--- config.mk ---
export PLATFORM = sky130hd
export DESIGN_NAME = vga_mem_arbiter
export DESIGN_NICKNAME = d
export VERILOG_FILES = /design/src/rtl/vga_mem_pkg.sv /design/src/rtl/mem_tag_pipe.sv /design/src/rtl/vga_mem_arbiter.sv
export SDC_FILE = /design/constraint.sdc
export NUM_CORES = 1
export LEC_CHECK = 0
export ABC_AREA = 1
export CORE_ASPECT_RATIO = 1.5
export CORE_MARGIN = 8
export CORE_UTILIZATION = 40
export CTS_BUF_LIST = sky130_fd_sc_hd__clkbuf_4 sky130_fd_sc_hd__clkbuf_8 sky130_fd_sc_hd__clkbuf_16
export CTS_CLUSTER_SIZE = 8
export DETAILED_ROUTE_END_ITERATION = 16
export GPL_TIMING_DRIVEN = 0
export MAX_ROUTING_LAYER = met4
export PLACE_DENSITY = 0.86
export RECOVER_POWER = 100
export SYNTH_ARGS = -nofsm -noshare
export SYNTH_HDL_FRONTEND = slang
export SYNTH_SLANG_ARGS = --single-unit
--- constraint.sdc ---
create_clock -name clock_25 -period 1.34 [get_ports clock_25]
set_input_delay 0.268 -clock clock_25 [delete_from_list [all_inputs] [get_ports clock_25]]
set_output_delay 0.268 -clock clock_25 [all_outputs]
set_load 0.01 [all_outputs]
--- src/rtl/vga_mem_pkg.sv ---
// Shared types for the VGA / CPU frame-memory arbiter: request owners,
// arbiter FSM states and the read-return tag carried alongside memory latency.
package vga_mem_pkg;

   typedef enum logic [1:0] {
      OWN_NONE,
      OWN_VGA,
      OWN_CPU
   } owner_t;

   typedef enum logic {
      IDLE,
      RUN
   } arb_state_t;

   typedef struct packed {
      logic   valid;
      owner_t owner;
   } tag_t;

   localparam tag_t TAG_NONE = '{valid: 1'b0, owner: OWN_NONE};

endpackage

--- src/rtl/mem_tag_pipe.sv ---
// Fixed-depth shift register of read-return tags; a tag pushed at one edge
// reaches the tail DEPTH-1 edges later. Synchronous active-low clear.
module mem_tag_pipe
   import vga_mem_pkg::*;
#(
   parameter int DEPTH = 2
) (
   input  logic clk,
   input  logic clr_n,
   input  tag_t push,
   output tag_t tail
);

   tag_t stage [DEPTH];

   always_ff @(posedge clk) begin
      if (!clr_n) begin
         for (int i = 0; i < DEPTH; i++) begin
            stage[i] <= TAG_NONE;
         end
      end else begin
         stage[0] <= push;
         for (int i = 1; i < DEPTH; i++) begin
            stage[i] <= stage[i-1];
         end
      end
   end

   assign tail = stage[DEPTH-1];

endmodule

--- src/rtl/vga_mem_arbiter.sv ---
// Single-port frame-memory arbiter: VGA fetches have priority, the CPU is
// guaranteed progress after MAX_WAIT denials unless VGA marks its fetch urgent.
module vga_mem_arbiter
   import vga_mem_pkg::*;
#(
   parameter int ADDR_W   = 32,
   parameter int DATA_W   = 32,
   parameter int MEM_LAT  = 1,
   parameter int MAX_WAIT = 4
) (
   input  logic              clock_25,
   input  logic              reset,
   input  logic              start,
   input  logic              vga_req,
   input  logic              vga_urgent,
   input  logic [ADDR_W-1:0] vga_addr,
   output logic              vga_rvalid,
   output logic [DATA_W-1:0] vga_rdata,
   input  logic              cpu_req,
   input  logic              cpu_we,
   input  logic [ADDR_W-1:0] cpu_addr,
   input  logic [DATA_W-1:0] cpu_wdata,
   output logic              cpu_gnt,
   output logic              cpu_rvalid,
   output logic [DATA_W-1:0] cpu_rdata,
   output logic              mem_en,
   output logic              mem_we,
   output logic [ADDR_W-1:0] mem_addr,
   output logic [DATA_W-1:0] mem_wdata,
   input  logic [DATA_W-1:0] mem_rdata,
   output logic [3:0]        cpu_wait
);

   localparam logic [3:0] WAIT_MAX = 4'(MAX_WAIT);

   arb_state_t state, state_nxt;
   logic       run_rules;
   logic       cpu_elig;
   logic       vga_win;
   logic       cpu_win;
   logic [3:0] wait_nxt;
   tag_t       tag_push;
   tag_t       tag_tail;

   always_ff @(posedge clock_25) begin
      if (!reset) begin
         state <= IDLE;
      end else begin
         state <= state_nxt;
      end
   end

   // Handshake: the CPU holds cpu_req and its payload stable until it sees
   // cpu_gnt; the cycle cpu_gnt is high the request is not eligible again.
   always_comb begin
      state_nxt = state;
      run_rules = (state == RUN);
      if (state == IDLE && start) begin
         state_nxt = RUN;
         run_rules = 1'b1;
      end

      cpu_elig = cpu_req && !cpu_gnt;
      vga_win  = run_rules && vga_req && (vga_urgent || (cpu_wait < WAIT_MAX));
      cpu_win  = cpu_elig && !vga_win;

      wait_nxt = cpu_wait;
      if (!cpu_req || cpu_win) begin
         wait_nxt = 4'd0;
      end else if (cpu_elig) begin
         wait_nxt = (cpu_wait >= WAIT_MAX) ? WAIT_MAX : cpu_wait + 4'd1;
      end

      tag_push = TAG_NONE;
      if (vga_win) begin
         tag_push = '{valid: 1'b1, owner: OWN_VGA};
      end else if (cpu_win && !cpu_we) begin
         tag_push = '{valid: 1'b1, owner: OWN_CPU};
      end
   end

   always_ff @(posedge clock_25) begin
      if (!reset) begin
         mem_en    <= 1'b0;
         mem_we    <= 1'b0;
         mem_addr  <= '0;
         mem_wdata <= '0;
         cpu_gnt   <= 1'b0;
         cpu_wait  <= 4'd0;
      end else begin
         mem_en   <= vga_win || cpu_win;
         mem_we   <= cpu_win && cpu_we;
         cpu_gnt  <= cpu_win;
         cpu_wait <= wait_nxt;
         if (vga_win) begin
            mem_addr <= vga_addr;
         end else if (cpu_win) begin
            mem_addr  <= cpu_addr;
            mem_wdata <= cpu_wdata;
         end
      end
   end

   // One extra stage beyond MEM_LAT covers the registered issue cycle.
   mem_tag_pipe #(
      .DEPTH (MEM_LAT + 1)
   ) u_tag_pipe (
      .clk   (clock_25),
      .clr_n (reset),
      .push  (tag_push),
      .tail  (tag_tail)
   );

   always_ff @(posedge clock_25) begin
      if (!reset) begin
         vga_rvalid <= 1'b0;
         vga_rdata  <= '0;
         cpu_rvalid <= 1'b0;
         cpu_rdata  <= '0;
      end else begin
         vga_rvalid <= tag_tail.valid && (tag_tail.owner == OWN_VGA);
         cpu_rvalid <= tag_tail.valid && (tag_tail.owner == OWN_CPU);
         if (tag_tail.valid && tag_tail.owner == OWN_VGA) begin
            vga_rdata <= mem_rdata;
         end
         if (tag_tail.valid && tag_tail.owner == OWN_CPU) begin
            cpu_rdata <= mem_rdata;
         end
      end
   end

endmodule

==> metrics.md, run 1 <==
| Metric | Value |
|---|---|
| Failing checks | `setup timing` |
| Post-Syn Instances | `799` |
| Logic pwr share | `0.137` |
| Largest net degree at the start of global routing | `17` |
| Unrepaired setup endpoints after global routing | `yes` |
| Core Box Area | `13,900 sq um` |
| Sw Share | `0.240` |
| Buf+Inv Stages, Crit Path | `1` |
| Power Total | `11.3 mW` |
| CP most frequent cell | `nor2_1` |
| Die W | `113 microns` |
| Initial DRC count | `328` |
| P&R area growth vs syn | `66.6%` |
| CTS tree | `yes` |
| Tcrit/Tclk final | `1.04` |
| Row count | `53` |
| Num CTS Buffers | `17` |
| Endpoint type of the worst setup path | `flip-flop` |
| Final worst setup slack | `-0.0495 ns` |
| Hold_buf cts | `0` |
| Worst skew pair latency | `0.42 ns` |
| Syn_nets | `935` |
| Drt pass-1 iters | `6` |
| Final Hold Fails | `0` |
| Cell Chain, Critical Path | `o21ai_4 > nand2_8 > nand2_8 > buf_4 > nor2_1 > nor2_1 > nor2_1` |
| Clock-pin slew on the worst setup and hold paths | `0.06 ns` |
| Vias in the first global route | `6,286` |
| Syn. warnings | `0` |
| Gate family responsible for the most delay along the worst path | `simple AND/OR/NAND/NOR gates` |
| Clock share of power | `0.465` |
| Synth Cell Area | `between 5000 and 6000 sq um` |
| Initial antenna violation count | `0` |
| Residual DRC count | `0` |
| Share of cells above drive strength 1 | `0.109` |
| M3 GR Usage | `0.0654` |
| # diodes | `0` |
| CTS Root Cell | `clkbuf_16` |
| Internal power | `8.62 mW` |
| Final setup fails | `22` |
| I/O Pins | `272` |
| Worst EP arrival | `between 1.5 and 2 ns` |
| Non-filler cells, final | `1,271` |
| Total clock sinks | `144` |
| Lkg Pwr | `4.62 nW` |
| Die Ht | `between 150 and 200 microns` |
| Critical Path RT | `~1.6 ns` |
| Max_cap viols | `0` |
| P_sw | `2.72 mW` |
| Crit-path slowest cell | `dfxtp_4` |
| Hold Crit Class | `in -> reg` |
| WHS | `0.325 ns` |
| M2 GR Usage | `0.413` |
| DR WL/cell | `16.9 microns` |
| Relative slew slack | `0.635` |
| Nets | `1,230` |
| Peak VDD IR | `0.759 mV` |
| Worst Tran Pin Value | `about 0.55 ns` |
| Worst Skew | `roughly 0.015 ns` |
| I/O Buffers | `270` |
| Detail Route Antenna Nets | `0` |
| Number of H-tree levels | `4` |
| Register area share after synthesis | `0.508` |
| Via count | `6,289` |
| Starting Density | `0.407` |
| GRT Resource Usage Total | `0.230` |
| First-pass GRT wire length | `32,300 microns` |
| Power density over cell area | `1200 nW/um^2` |
| Tmin final | `roughly 1.4 ns` |
| Setup TNS Final | `-0.344 ns` |
| Max-slew violations | `0` |
| Fillers | `1,161` |
| Register bit count reported by yosys | `144` |
| Status | `finished, violations left` |
| Commonest non-fill, non-tap cell in the layout | `nor2_1` |
| GPL Wtd Cong | `0.838` |
| Critical path fanouts, max | `8` |
| Most frequent cells in the layout | `220 x nor2_1, 139 x dfxtp_1, 133 x clkdlybuf4s50_1` |
| Vias per cell | `between 4 and 5` |
| Worst Setup Path Type | `reg -> reg` |
| Total routed wirelength | `roughly 21,000 microns` |
| F_max | `720 MHz` |
| Sequential Power Share | `0.398` |
| Placed cell count | `1,234` |
| Avg Cell Area, Syn | `around 7.1 sq um` |
| DP HPWL | `15,900 microns` |
| Gr ovfl total | `0` |
| Critical Path Source Type | `flip-flop` |
| Die area | `18,300 sq um` |
| Met1 Resource Use GR | `0.229` |
| Clock Path Buffers | `2` |
| Busiest grt layer | `met2` |
| Critical Path Max Stage Delay | `approximately 0.36 ns` |
| Post-synth cell types | `24` |
## timing repair
item	4_1_cts	5_1_grt
cloned	0	2
pin swaps	2	13
setup endpoints to repair	266	145
setup buffers	2	2
resized for setup	185	104
## per-stage QoR
stage          worst slack [ns]   util  area, sq um
6_report                -0.0495  0.678         9450
5_1_grt                  -0.111  0.678         9450
4_1_cts                 0.00382  0.660         9190
3_5_place_dp             -0.581  0.616         8580
3_3_place_gp             -0.540  0.616         8580
2_1_floorplan            0.0891      -         5670
## logic make-up after synthesis
logic type | after synthesis | synth area share
buf+inv | 116 | 0.0871
simple gates | 436 | 0.311
flops | 144 | 0.508
fa+ha+maj | 1 | 0.00221
compound gates | 102 | 0.0913
## state kept, by name (all words and copies together), names as in the netlist
name and count:
mem_en 1, mem_wdata 32, mem_addr 32, cpu_rdata 32
cpu_wait 4, vga_rdata 32, state 1, cpu_rvalid 1
mem_we 1, u_tag_pipe.stage 6, vga_rvalid 1, cpu_gnt 1
## layer usage
metal	up-vias	wire (microns)
li1	3088	-
met1	2895	7990
met2	261	11200
met3	45	1540
met4	0	724
met5	-	0
## synthesized netlist by cell type
cell	n	area, sq um
a21oi_1	34	170
a22oi_1	1	7.51
buf_1	2	7.51
buf_2	17	85.1
buf_4	6	45.0
buf_6	2	22.5
clkbuf_1	25	93.8
dfxtp_1	144	2880
ha_1	1	12.5
inv_1	62	233
inv_2	2	7.51
nand2_1	113	424
nand2_2	1	6.26
nand2_4	2	22.5
nand3_1	71	355
nand4_1	4	25.0
nor2_1	240	901
nor2_2	3	18.8
nor3_1	1	5.00
o21ai_0	64	320
o21ai_1	1	5.00
o21ai_2	1	8.76
o22ai_1	1	6.26
or2_2	1	6.26
## worst paths after layout
check             cells after the start                      to  slack, ns              startpoint
hold / removal                        3           mem_wdata[10]       0.33                   reset
setup / recovery                      7             mem_addr[2]      -0.05             cpu_wait[3]
setup reg to reg                      7             mem_addr[2]      -0.05             cpu_wait[3]
hold reg to reg                       2  u_tag_pipe.stage[0][4]       0.42  u_tag_pipe.stage[0][1]
## area by class of cell
| cell class | count | area (sq um) | share of cell area |
|---|---|---|---|
| sequential | 144 | 2890 | 0.306 |
| timing repair buffer | 276 | 2630 | 0.278 |
| multi-input combinational | 539 | 2460 | 0.260 |
| clock buffer | 19 | 447 | 0.0473 |
| buffer | 52 | 369 | 0.0391 |
| inverter | 64 | 243 | 0.0257 |
| clock inverter | 12 | 210 | 0.0222 |
| tap | 165 | 206 | 0.0219 |
## power by group through the flow
stage / Combinational, mW / Sequential (mW) / Clock [mW]
floorplan: 0.530 / 4.68 / 0
global placement: 1.48 / 4.61 / 0
detailed placement: 1.50 / 4.61 / 0
CTS: 1.43 / 4.52 / 5.35
global route: 1.68 / 4.54 / 5.53
finish: 1.55 / 4.52 / 5.27
## worst reg2reg max path, stage by stage, from the launching register on
cell and delay, ns:
dfxtp_4 0.36, o21ai_4 0.24, nand2_8 0.15, nand2_8 0.16, buf_4 0.13, nor2_1 0.04, nor2_1 0.12, nor2_1 0.06
Note: power is estimated with default switching activity, not from simulation.
==> run 2, diff against run 1 <==
--- a/config.mk
+++ b/config.mk
@@ -16,6 +16,8 @@
 export MAX_ROUTING_LAYER = met4
 export PLACE_DENSITY = 0.86
 export RECOVER_POWER = 100
+export SKIP_LAST_GASP = 1
+export SLEW_MARGIN = 20
 export SYNTH_ARGS = -nofsm -noshare
 export SYNTH_HDL_FRONTEND = slang
 export SYNTH_SLANG_ARGS = --single-unit
==> metrics.md, run 2 (synthesis results as in run 1) <==
| Metric | Value |
|---|---|
| Status | `finished clean` |
| Die area | `18,300 sq um` |
| DP HPWL | `roughly 16,000 microns` |
| Lkg Pwr | `approximately 4.6 nW` |
| Final setup fails | `0` |
| Hold_buf cts | `0` |
| Detail Route Antenna Nets | `0` |
| Nets | `approximately 1,200` |
| GPL Wtd Cong | `about 0.84` |
| Clock-pin slew on the worst setup and hold paths | `0.06 ns` |
| Power density over cell area | `1200 nW/um^2` |
| Die Ht | `162 microns` |
| Hold Crit Class | `in -> reg` |
| Initial DRC count | `about 390` |
| Max_cap viols | `0` |
| Sw Share | `0.239` |
| Logic pwr share | `0.134` |
| Total clock sinks | `144` |
| # diodes | `0` |
| Worst EP arrival | `between 1.5 and 2 ns` |
| Worst skew pair latency | `~0.42 ns` |
| I/O Pins | `272` |
| P_sw | `around 2.7 mW` |
| First-pass GRT wire length | `32,300 microns` |
| Core Box Area | `~14,000 sq um` |
| Commonest non-fill, non-tap cell in the layout | `nor2_1` |
| Largest net degree at the start of global routing | `17` |
| Fillers | `1,172` |
| Final instance area | `9390 sq um` |
| Worst Setup Path Type | `reg -> reg` |
| DP Area | `8580 sq um` |
| Vias in the first global route | `~6,300` |
| Row count | `53` |
| Final worst setup slack | `about 0.0019 ns` |
| Num CTS Buffers | `17` |
| Final Hold Fails | `0` |
| Relative slew slack | `0.627` |
| Share of cells above drive strength 1 | `0.0984` |
| DR WL/cell | `16.9 microns` |
| Unrepaired setup endpoints after global routing | `yes` |
| Number of H-tree levels | `4` |
| Setup Slack @ Placement | `-0.581 ns` |
| Vias per cell | `a little under 5` |
| Gr ovfl total | `0` |
| Via count | `6,302` |
| Critical Path Source Type | `flip-flop` |
| Tcrit/Tclk final | `0.999` |
| Starting Density | `0.407` |
| CTS Root Cell | `clkbuf_16` |
| Non-filler cells, final | `1,273` |
| Residual DRC count | `0` |
| Area taken by multi-input logic gates | `roughly 2400 sq um` |
| Critical Path RT | `1.62 ns` |
| Total routed wirelength | `21,500 microns` |
| Worst Tran Pin Value | `0.559 ns` |
| Most frequent cells in the layout | `237 x nor2_1, 138 x dfxtp_1, 132 x clkdlybuf4s50_1` |
| Clock Path Buffers | `2` |
| Endpoint type of the worst setup path | `flip-flop` |
| Worst Skew | `0.0144 ns` |
| Peak VDD IR | `0.761 mV` |
| Placed cell count | `between 1,000 and 1,500` |
| Critical path fanouts, max | `10` |
| Setup TNS Final | `0 ns` |
| CTS tree | `yes` |
| Initial antenna violation count | `0` |
| Clock share of power | `0.466` |
| Die W | `113 microns` |
| P&R area growth vs syn | `65.6%` |
| I/O Buffers | `270` |
| Max-slew violations | `0` |
| Seq. cell area | `approximately 2900 sq um` |
| GRT Resource Usage Total | `0.230` |
| F_max | `747 MHz` |
| Drt pass-1 iters | `8` |
| Tmin final | `1.34 ns` |
| Sequential Power Share | `0.400` |
| Internal power | `8.61 mW` |
run 2: cell types whose count changed in the layout (fill, tap and decap cells not counted), moves of 2 or more:
cell and delta:
nor2_4 -8, buf_8 +3, nor2_2 -9, dfxtp_2 +2, buf_2 +4, clkbuf_4 -3
buf_6 -2, nor2_1 +17
run 2: timing repair:
item                                    CTS  global route
gates resized for setup                 178            87
endpoints found under the setup margin  266           155
cloned                                    0             3
setup buffers                             2             3
pin swaps                                 2             5
run 2: per-stage QoR:
step           total power [mW]  hold slack, ns   util
2_1_floorplan              5.21           0.340      -
3_3_place_gp               6.09           0.396  0.616
3_5_place_dp               6.11           0.400  0.616
4_1_cts                    11.3           0.329  0.659
5_1_grt                    11.7           0.151  0.675
6_report                   11.3           0.153  0.675
run 2: cell type report:
| type | instances | area share |
|---|---|---|
| multi-input combinational | 540 | 0.254 |
| clock buffer | 19 | 0.0475 |
| inverter | 64 | 0.0258 |
| buffer | 52 | 0.0389 |
| clock inverter | 12 | 0.0224 |
| sequential | 144 | 0.308 |
| timing repair buffer | 277 | 0.282 |
| tap | 165 | 0.0220 |
run 2: worst max-delay path: stages, from the launching register on:
cell and delay [ns]:
dfxtp_2 0.35, o21ai_4 0.18, buf_12 0.14, nand2_8 0.07
buf_6 0.15, nand2_1 0.06, nand2_1 0.06, nor2_1 0.13
nor2_1 0.07
run 2: metal layers:
metal  share of wire  vias up  track usage
met1            0.37     2926        0.228
met2            0.52      233        0.413
met5               0        -            -
met4           0.031        0       0.0949
met3           0.071       43       0.0654
li1                -     3100            -
run 2: power by group through the flow:
stage	combinational, mW	sequential (mW)	clock [mW]
after floorplan	0.530	4.68	0
after global placement	1.48	4.61	0
after detailed placement	1.50	4.61	0
after CTS	1.43	4.52	5.35
after global routing	1.65	4.54	5.52
final	1.52	4.52	5.27
run 2: final timing paths:
check                                       startpoint                endpoint  slack, ns  depth (start not counted)
worst min register to register  u_tag_pipe.stage[0][2]  u_tag_pipe.stage[0][5]       0.42                          2
worst max-delay path                       cpu_wait[3]            mem_addr[29]      0.002                          8
worst min-delay path                             start                   state       0.15                          3
worst max register to register             cpu_wait[3]            mem_addr[29]      0.002                          8
